===== config.mk =====
export PLATFORM = sky130hd
export DESIGN_NAME = load_store_unit
export DESIGN_NICKNAME = d
export VERILOG_FILES = /design/src/rtl/lsu_pkg.sv /design/src/rtl/lsu_align.sv /design/src/rtl/load_store_unit.sv
export SDC_FILE = /design/constraint.sdc
export NUM_CORES = 1
export LEC_CHECK = 0
export ABC_CLOCK_PERIOD_IN_PS = 7300
export CAP_MARGIN = 20
export CORE_MARGIN = 4
export CORE_UTILIZATION = 50
export CTS_BUF_LIST = sky130_fd_sc_hd__clkbuf_4 sky130_fd_sc_hd__clkbuf_8
export CTS_CLUSTER_DIAMETER = 80
export CTS_CLUSTER_SIZE = 8
export DETAILED_ROUTE_END_ITERATION = 10
export PLACE_DENSITY = 0.93
export SETUP_SLACK_MARGIN = 0.5
export SLEW_MARGIN = 0
export SYNTH_ARGS = -nofsm -noshare
export SYNTH_HDL_FRONTEND = slang
export SYNTH_HIERARCHICAL = 1
export SYNTH_SLANG_ARGS = --single-unit

===== constraint.sdc =====
create_clock -name clk -period 7.3 [get_ports clk]
set_input_delay 1.825 -clock clk [delete_from_list [all_inputs] [get_ports clk]]
set_output_delay 1.825 -clock clk [all_outputs]
set_load 0.01 [all_outputs]

===== src/rtl/lsu_pkg.sv =====
// Shared types and helpers for the load/store unit: FSM states, RV32I width codes
// and the funct3 legality check.
package lsu_pkg;

    typedef enum logic [1:0] {
        IDLE,
        REQ,
        WAIT,
        RESP
    } lsu_state_e;

    localparam logic [2:0] F3_B  = 3'b000;
    localparam logic [2:0] F3_H  = 3'b001;
    localparam logic [2:0] F3_W  = 3'b010;
    localparam logic [2:0] F3_BU = 3'b100;
    localparam logic [2:0] F3_HU = 3'b101;

    // Stores have no unsigned variants, so BU/HU codes are only legal for loads.
    function automatic logic is_legal(input logic we, input logic [2:0] funct3);
        logic legal;
        legal = 1'b0;
        case (funct3)
            F3_B, F3_H, F3_W: legal = 1'b1;
            F3_BU, F3_HU:     legal = !we;
            default:          legal = 1'b0;
        endcase
        return legal;
    endfunction

endpackage


===== src/rtl/lsu_align.sv =====
// Byte-lane steering for the LSU: store lane placement, byte enables, load extraction
// and extension. LSU_MISALIGN_TRAP_EN makes misaligned H/W accesses report an error.
module lsu_align
    import lsu_pkg::*;
(
    input  logic [2:0]  funct3,
    input  logic [1:0]  off,
    input  logic [31:0] wdata,
    input  logic [31:0] rdata,
    output logic        misaligned,
    output logic [1:0]  aligned_off,
    output logic [3:0]  be,
    output logic [31:0] lane_wdata,
    output logic [31:0] load_data
);

    logic [31:0] shifted;

    // Offsets are always forced to natural alignment; with the trap enabled a
    // misaligned access never reaches the bus, so the forcing is harmless there.
    always_comb begin
        misaligned  = 1'b0;
        aligned_off = off;
        be          = 4'h0;
        lane_wdata  = 32'h0;
        case (funct3[1:0])
            2'b00: begin
                be         = 4'b0001 << off;
                lane_wdata = {4{wdata[7:0]}};
            end
            2'b01: begin
`ifdef LSU_MISALIGN_TRAP_EN
                misaligned = off[0];
`endif
                aligned_off = {off[1], 1'b0};
                be          = 4'b0011 << aligned_off;
                lane_wdata  = {2{wdata[15:0]}};
            end
            2'b10: begin
`ifdef LSU_MISALIGN_TRAP_EN
                misaligned = |off;
`endif
                aligned_off = 2'b00;
                be          = 4'hF;
                lane_wdata  = wdata;
            end
            default: ;
        endcase
    end

    always_comb begin
        shifted = rdata >> {aligned_off, 3'b000};
        case (funct3)
            F3_B:    load_data = {{24{shifted[7]}}, shifted[7:0]};
            F3_BU:   load_data = {24'h0, shifted[7:0]};
            F3_H:    load_data = {{16{shifted[15]}}, shifted[15:0]};
            F3_HU:   load_data = {16'h0, shifted[15:0]};
            default: load_data = shifted;
        endcase
    end

endmodule


===== src/rtl/load_store_unit.sv =====
// Load/store unit between the memory-access stage and a req/gnt/rvalid data memory.
// Misaligned handling is selected by LSU_MISALIGN_TRAP_EN (see lsu_align).
module load_store_unit
    import lsu_pkg::*;
#(
    parameter int ADDR_SIZE      = 10,
    parameter int TIMEOUT_CYCLES = 255
) (
    input  logic                 clk,
    input  logic                 rst,
    input  logic                 req_valid,
    output logic                 req_ready,
    input  logic                 req_we,
    input  logic [2:0]           req_funct3,
    input  logic [31:0]          req_addr,
    input  logic [31:0]          req_wdata,
    output logic                 resp_valid,
    output logic [31:0]          resp_rdata,
    output logic                 resp_err,
    output logic                 mem_req,
    output logic                 mem_we,
    output logic [ADDR_SIZE-1:0] mem_addr,
    output logic [31:0]          mem_wdata,
    output logic [3:0]           mem_be,
    input  logic                 mem_gnt,
    input  logic                 mem_rvalid,
    input  logic [31:0]          mem_rdata
);

    localparam logic [7:0] TIMER_LAST = 8'(TIMEOUT_CYCLES - 1);

    lsu_state_e  state;
    logic [2:0]  funct3_q;
    logic [1:0]  off_q;
    logic        we_q;
    logic [7:0]  timer;

    logic [2:0]  sel_funct3;
    logic [1:0]  sel_off;
    logic        misaligned;
    logic [1:0]  aligned_off;
    logic [3:0]  be;
    logic [31:0] lane_wdata;
    logic [31:0] load_data;
    logic        range_err;
    logic        check_fail;

    // The aligner sees the live request while idle and the latched one afterwards,
    // so a single instance serves both store placement and load extraction.
    assign sel_funct3 = (state == IDLE) ? req_funct3 : funct3_q;
    assign sel_off    = (state == IDLE) ? req_addr[1:0] : off_q;

    assign range_err  = |(req_addr >> (ADDR_SIZE + 2));
    assign check_fail = !is_legal(req_we, req_funct3) || range_err || misaligned;

    lsu_align u_align (
        .funct3      (sel_funct3),
        .off         (sel_off),
        .wdata       (req_wdata),
        .rdata       (mem_rdata),
        .misaligned  (misaligned),
        .aligned_off (aligned_off),
        .be          (be),
        .lane_wdata  (lane_wdata),
        .load_data   (load_data)
    );

    always_ff @(posedge clk or negedge rst) begin
        if (!rst) begin
            state      <= IDLE;
            req_ready  <= 1'b1;
            resp_valid <= 1'b0;
            resp_err   <= 1'b0;
            resp_rdata <= 32'h0;
            mem_req    <= 1'b0;
            mem_we     <= 1'b0;
            mem_addr   <= '0;
            mem_wdata  <= 32'h0;
            mem_be     <= 4'h0;
            timer      <= 8'h0;
            funct3_q   <= 3'h0;
            off_q      <= 2'h0;
            we_q       <= 1'b0;
        end else begin
            case (state)
                IDLE: begin
                    if (req_valid && req_ready) begin
                        req_ready <= 1'b0;
                        funct3_q  <= req_funct3;
                        off_q     <= aligned_off;
                        we_q      <= req_we;
                        if (check_fail) begin
                            state      <= RESP;
                            resp_valid <= 1'b1;
                            resp_err   <= 1'b1;
                            resp_rdata <= 32'h0;
                        end else begin
                            state     <= REQ;
                            mem_req   <= 1'b1;
                            mem_we    <= req_we;
                            mem_addr  <= req_addr[ADDR_SIZE+1:2];
                            mem_wdata <= req_we ? lane_wdata : 32'h0;
                            mem_be    <= be;
                        end
                    end
                end
                REQ: begin
                    if (mem_gnt) begin
                        mem_req   <= 1'b0;
                        mem_we    <= 1'b0;
                        mem_wdata <= 32'h0;
                        mem_be    <= 4'h0;
                        if (we_q) begin
                            state      <= RESP;
                            resp_valid <= 1'b1;
                            resp_err   <= 1'b0;
                            resp_rdata <= 32'h0;
                        end else begin
                            state <= WAIT;
                            timer <= 8'h0;
                        end
                    end
                end
                WAIT: begin
                    if (mem_rvalid) begin
                        state      <= RESP;
                        resp_valid <= 1'b1;
                        resp_err   <= 1'b0;
                        resp_rdata <= load_data;
                    end else if (timer == TIMER_LAST) begin
                        state      <= RESP;
                        resp_valid <= 1'b1;
                        resp_err   <= 1'b1;
                        resp_rdata <= 32'h0;
                    end else begin
                        timer <= timer + 8'd1;
                    end
                end
                RESP: begin
                    state      <= IDLE;
                    req_ready  <= 1'b1;
                    resp_valid <= 1'b0;
                    resp_err   <= 1'b0;
                    resp_rdata <= 32'h0;
                end
                default: state <= IDLE;
            endcase
        end
    end

endmodule


==> flow_summary.ini <==
[worst_setup_path]
path_class = primary input to register
cp-startpoint = req_funct3[1]
worst_setup_path_start_kind = primary input
worstSetupEndpointType = register
setup.reg_to_reg.worst_slack_ns = 3.14
regToRegEndpoint = resp_rdata[10]
worst-path-max-fanout = 18
worstPathRequired_ns = 7.57
reg2reg_depth = 11
critical_path_arrival_ns = 5.12
critical_r2r_launch = state[0]

[power_and_ir_drop]
leakagePower_nw = 3.63
power-per-cell-area_nw_per_um2 = 344
ir_drop_uv = 229

[worst_hold_path]
hold-path-endpoint = mem_req
whs_path_depth = 1
timing.hold.worst.start = mem_req
holdCritPathClass = register to register

[global_route]
first_global_vias = 5366
grtUsageTotal_pct = 26.1
maximum_number_of_pins_on_one_net_before_global_route_repair = 83
grt_antenna_before_repair = 0
globalRoute.totalOverflow = 0
grt_pass1_wl_mm = 27.6

[placed_design]
portBuffers = 187
detailed_place_hpwl_mm = 12.7
globalplace.congestion = 0.963
place_area_um2 = 7590

[synthesis]
avgSynthCellArea_um2 = 10.8
synthesis.yosys.warnings = 6
ys_async_rst_share_pct = 100
cell_count_after_synthesis = 532
synth_edf_count = 0
yosys_register_bits = 99
netlist-cell-type-count = 53
ys_dominant_reg_cell = dfrtp_1
syn-num-nets = 648
synth-seq-area-share_pct = 43.0
synthesis.area_um2 = 5770

[floorplanning]
rows = 38
floorplan.initialDensity_pct = 52.0
floorplan.die_area_um2 = 13300
die_h_um = 115
ioPinCount = 188
die_width_um = 115
coreArea_um2 = 11100

[outcome]
outcome = finished clean

[clocking]
cts_hold_buffers = 0
cts_setup_buffers = 0
cts_inserted_buffers = 9
cts.root.buffer_cell = clkbuf_8
clk_path_buf_depth = 2
clock-sinks = 99
post_cts.resized_instances = 0
clkLatencyLatePin_ns = 0.37
clkSlewWorstSetupHoldPaths_ns = 0.10
htreeDepth = 3
cts_tree = built

[timing]
final_max_slew_viol_count = 0
final_count_of_negative_setup_slack_endpoints = 0
timing.final.crit_share_pct = 66.5
min_period_ns = 4.86
setup-tns-final_ns = 0
fin_skew_ns = 0.0104
setup_repair_after_global_routing_missed_its_margin = no
report.final.hold_viol_count = 0
worst_slew_pin_slew_ns = 1.05
max-slew-margin-rel_pct = 30.1
fmax_mhz = 206

[detailed_routing]
vias_per_cell = 6.19
postRouteWirelength_mm = 17.4
route.antenna.remaining_nets = 0
remaining_drc_errors = 0
first_iter_violations = 372
detailroute.via_count = 5221
routedWlPerCell_um = 20.6
dr.pass1.iters = 7

[final_layout]
final_nets = 814
fill_cells = 784
antenna_cells = 0
area.growth.synth_to_final_pct = 36.5
post_route_cells_drive_above_1_share_pct = 14.1
ff_latch_area_um2 = 2480
utilization_pct = 71.1
stdcell_area_um2 = 7870
multi_input_comb_area_um2 = 2980

[run]
maxCapViolCount = 0
==> state kept, by name, summed over array words and instances, names as in the netlist, 2 cells and up <==
signal,flops
mem_wdata,32
mem_be,4
funct3_q,3
timer,8
off_q,2
state,2
mem_addr,10
resp_rdata,32
==> report_power, final <==
group / switching (mW) / internal, mW / leakage [nW] / total, mW
sequential: 0.0739 / 0.650 / 1.35 / 0.724
clock: 0.201 / 0.163 / 0.100 / 0.364
combinational: 0.898 / 0.723 / 2.18 / 1.62
total: 1.17 / 1.54 / 3.63 / 2.71
==> cells by family (layout without fill, tap and decap cells) <==
| kind of cell | after synthesis | after routing | share of synthesized area, % |
|---|---|---|---|
| AOI/OAI and AO/OA | 134 | 134 | 18.0 |
| xor gates and xnor gates | 6 | 6 | 0.911 |
| adders and majority gates | 11 | 11 | 2.39 |
| buffers and inverters | 53 | 224 | 5.32 |
| DFF | 99 | 99 | 43.0 |
| muxes | 72 | 72 | 15.5 |
| other | 1 | 1 | 0.0650 |
| and+or+nand+nor | 156 | 156 | 14.8 |
==> cell usage after synthesis, types with 2 or more instances <==
| cell | n | area share [%] |
|---|---|---|
| and2_1 | 11 | 1.2 |
| nor2_1 | 21 | 1.4 |
| buf_2 | 4 | 0.35 |
| nand2_1 | 33 | 2.1 |
| a22o_1 | 45 | 6.8 |
| mux2i_1 | 10 | 1.7 |
| nor3_4 | 2 | 0.56 |
| nor2b_1 | 7 | 0.76 |
| mux4_2 | 5 | 2.0 |
| nand3_1 | 15 | 1.3 |
| a21o_1 | 5 | 0.65 |
| nand4_1 | 6 | 0.65 |
| o31ai_1 | 11 | 1.4 |
| xor2_1 | 6 | 0.91 |
| buf_4 | 7 | 0.91 |
| o21ai_1 | 2 | 0.17 |
| and3_1 | 42 | 4.6 |
| o211ai_1 | 9 | 1.2 |
| nor3_1 | 2 | 0.17 |
| nor4_1 | 9 | 0.98 |
| inv_1 | 13 | 0.85 |
| mux2_2 | 54 | 11 |
| ha_1 | 11 | 2.4 |
| a22oi_1 | 9 | 1.2 |
| a21oi_1 | 32 | 2.8 |
| nand2b_1 | 4 | 0.43 |
| dfrtp_1 | 98 | 43 |
| a211oi_1 | 9 | 1.2 |
| mux4_1 | 2 | 0.91 |
| buf_1 | 2 | 0.13 |
| buf_6 | 9 | 1.8 |
| clkbuf_1 | 16 | 1.0 |
==> placed cells by master (no fill, tap or decap), types with 2 or more instances in the layout <==
| cell | netlist | layout |
|---|---|---|
| nand3_1 | 15 | 15 |
| nand2_1 | 33 | 33 |
| a22oi_1 | 9 | 9 |
| mux2i_1 | 10 | 10 |
| nand2b_1 | 4 | 4 |
| ha_1 | 11 | 11 |
| a22o_1 | 45 | 45 |
| xor2_1 | 6 | 6 |
| o31ai_1 | 11 | 11 |
| mux2_2 | 54 | 54 |
| clkdlybuf4s50_1 | 0 | 186 |
| o211ai_1 | 9 | 9 |
| nor4_1 | 9 | 9 |
| clkinv_2 | 0 | 2 |
| mux4_2 | 5 | 5 |
| a211oi_1 | 9 | 9 |
| nor2_1 | 21 | 21 |
| mux4_1 | 2 | 2 |
| nor2b_1 | 7 | 7 |
| nor3_1 | 2 | 2 |
| and2_1 | 11 | 11 |
| and3_1 | 42 | 42 |
| a21o_1 | 5 | 5 |
| buf_4 | 7 | 5 |
| inv_1 | 13 | 13 |
| a21oi_1 | 32 | 32 |
| dfrtp_1 | 98 | 98 |
| inv_6 | 1 | 2 |
| nor3_4 | 2 | 2 |
| o21ai_2 | 1 | 2 |
| nand4_1 | 6 | 6 |
| clkbuf_8 | 0 | 9 |
| buf_16 | 0 | 2 |
==> worst max path at each step <==
stage,end,cells past startpoint,slack (ns)
floorplan,resp_rdata[19],12,3.27
global placement,resp_rdata[17],10,2.31
detailed placement,resp_rdata[10],10,2.15
CTS,resp_rdata[10],10,2.56
global route,resp_rdata[19],10,2.30
finish,resp_rdata[10],10,2.44
==> critical path, stage by stage <==
cell             delay, ns
clkdlybuf4s50_1       0.44
mux2_2                0.31
inv_1                 0.10
ha_1                  0.52
nand2b_1              0.41
nand2_1               0.48
a211oi_1              0.43
o31ai_1               0.11
and3_1                0.22
mux2_2                0.26
==> through the flow <==
step	setup WS [ns]	cells	hold slack, ns	power (mW)
floorplan	3.27	532	0.475	1.88
global placement	2.31	824	0.467	2.24
detailed placement	2.15	824	0.475	2.31
CTS	2.56	840	0.500	2.67
global route	2.30	843	0.524	2.88
finish	2.44	843	0.492	2.71
==> routing by layer <==
layer  part of all wire, %  global-route usage [%]
met5                     0                       0
met1                    39                    31.8
met4                   3.4                    11.7
met2                    49                    43.5
met3                   8.9                    7.00
==> cell type report <==
type	instances	area share [%]
inverters	14	0.731
flip-flops and latches	99	31.5
clock inverters	6	0.827
well taps	140	2.23
clock buffers	10	1.67
multi-input cells	380	37.9
repair buffers	194	25.1
Power figures use the tool's default switching activity.
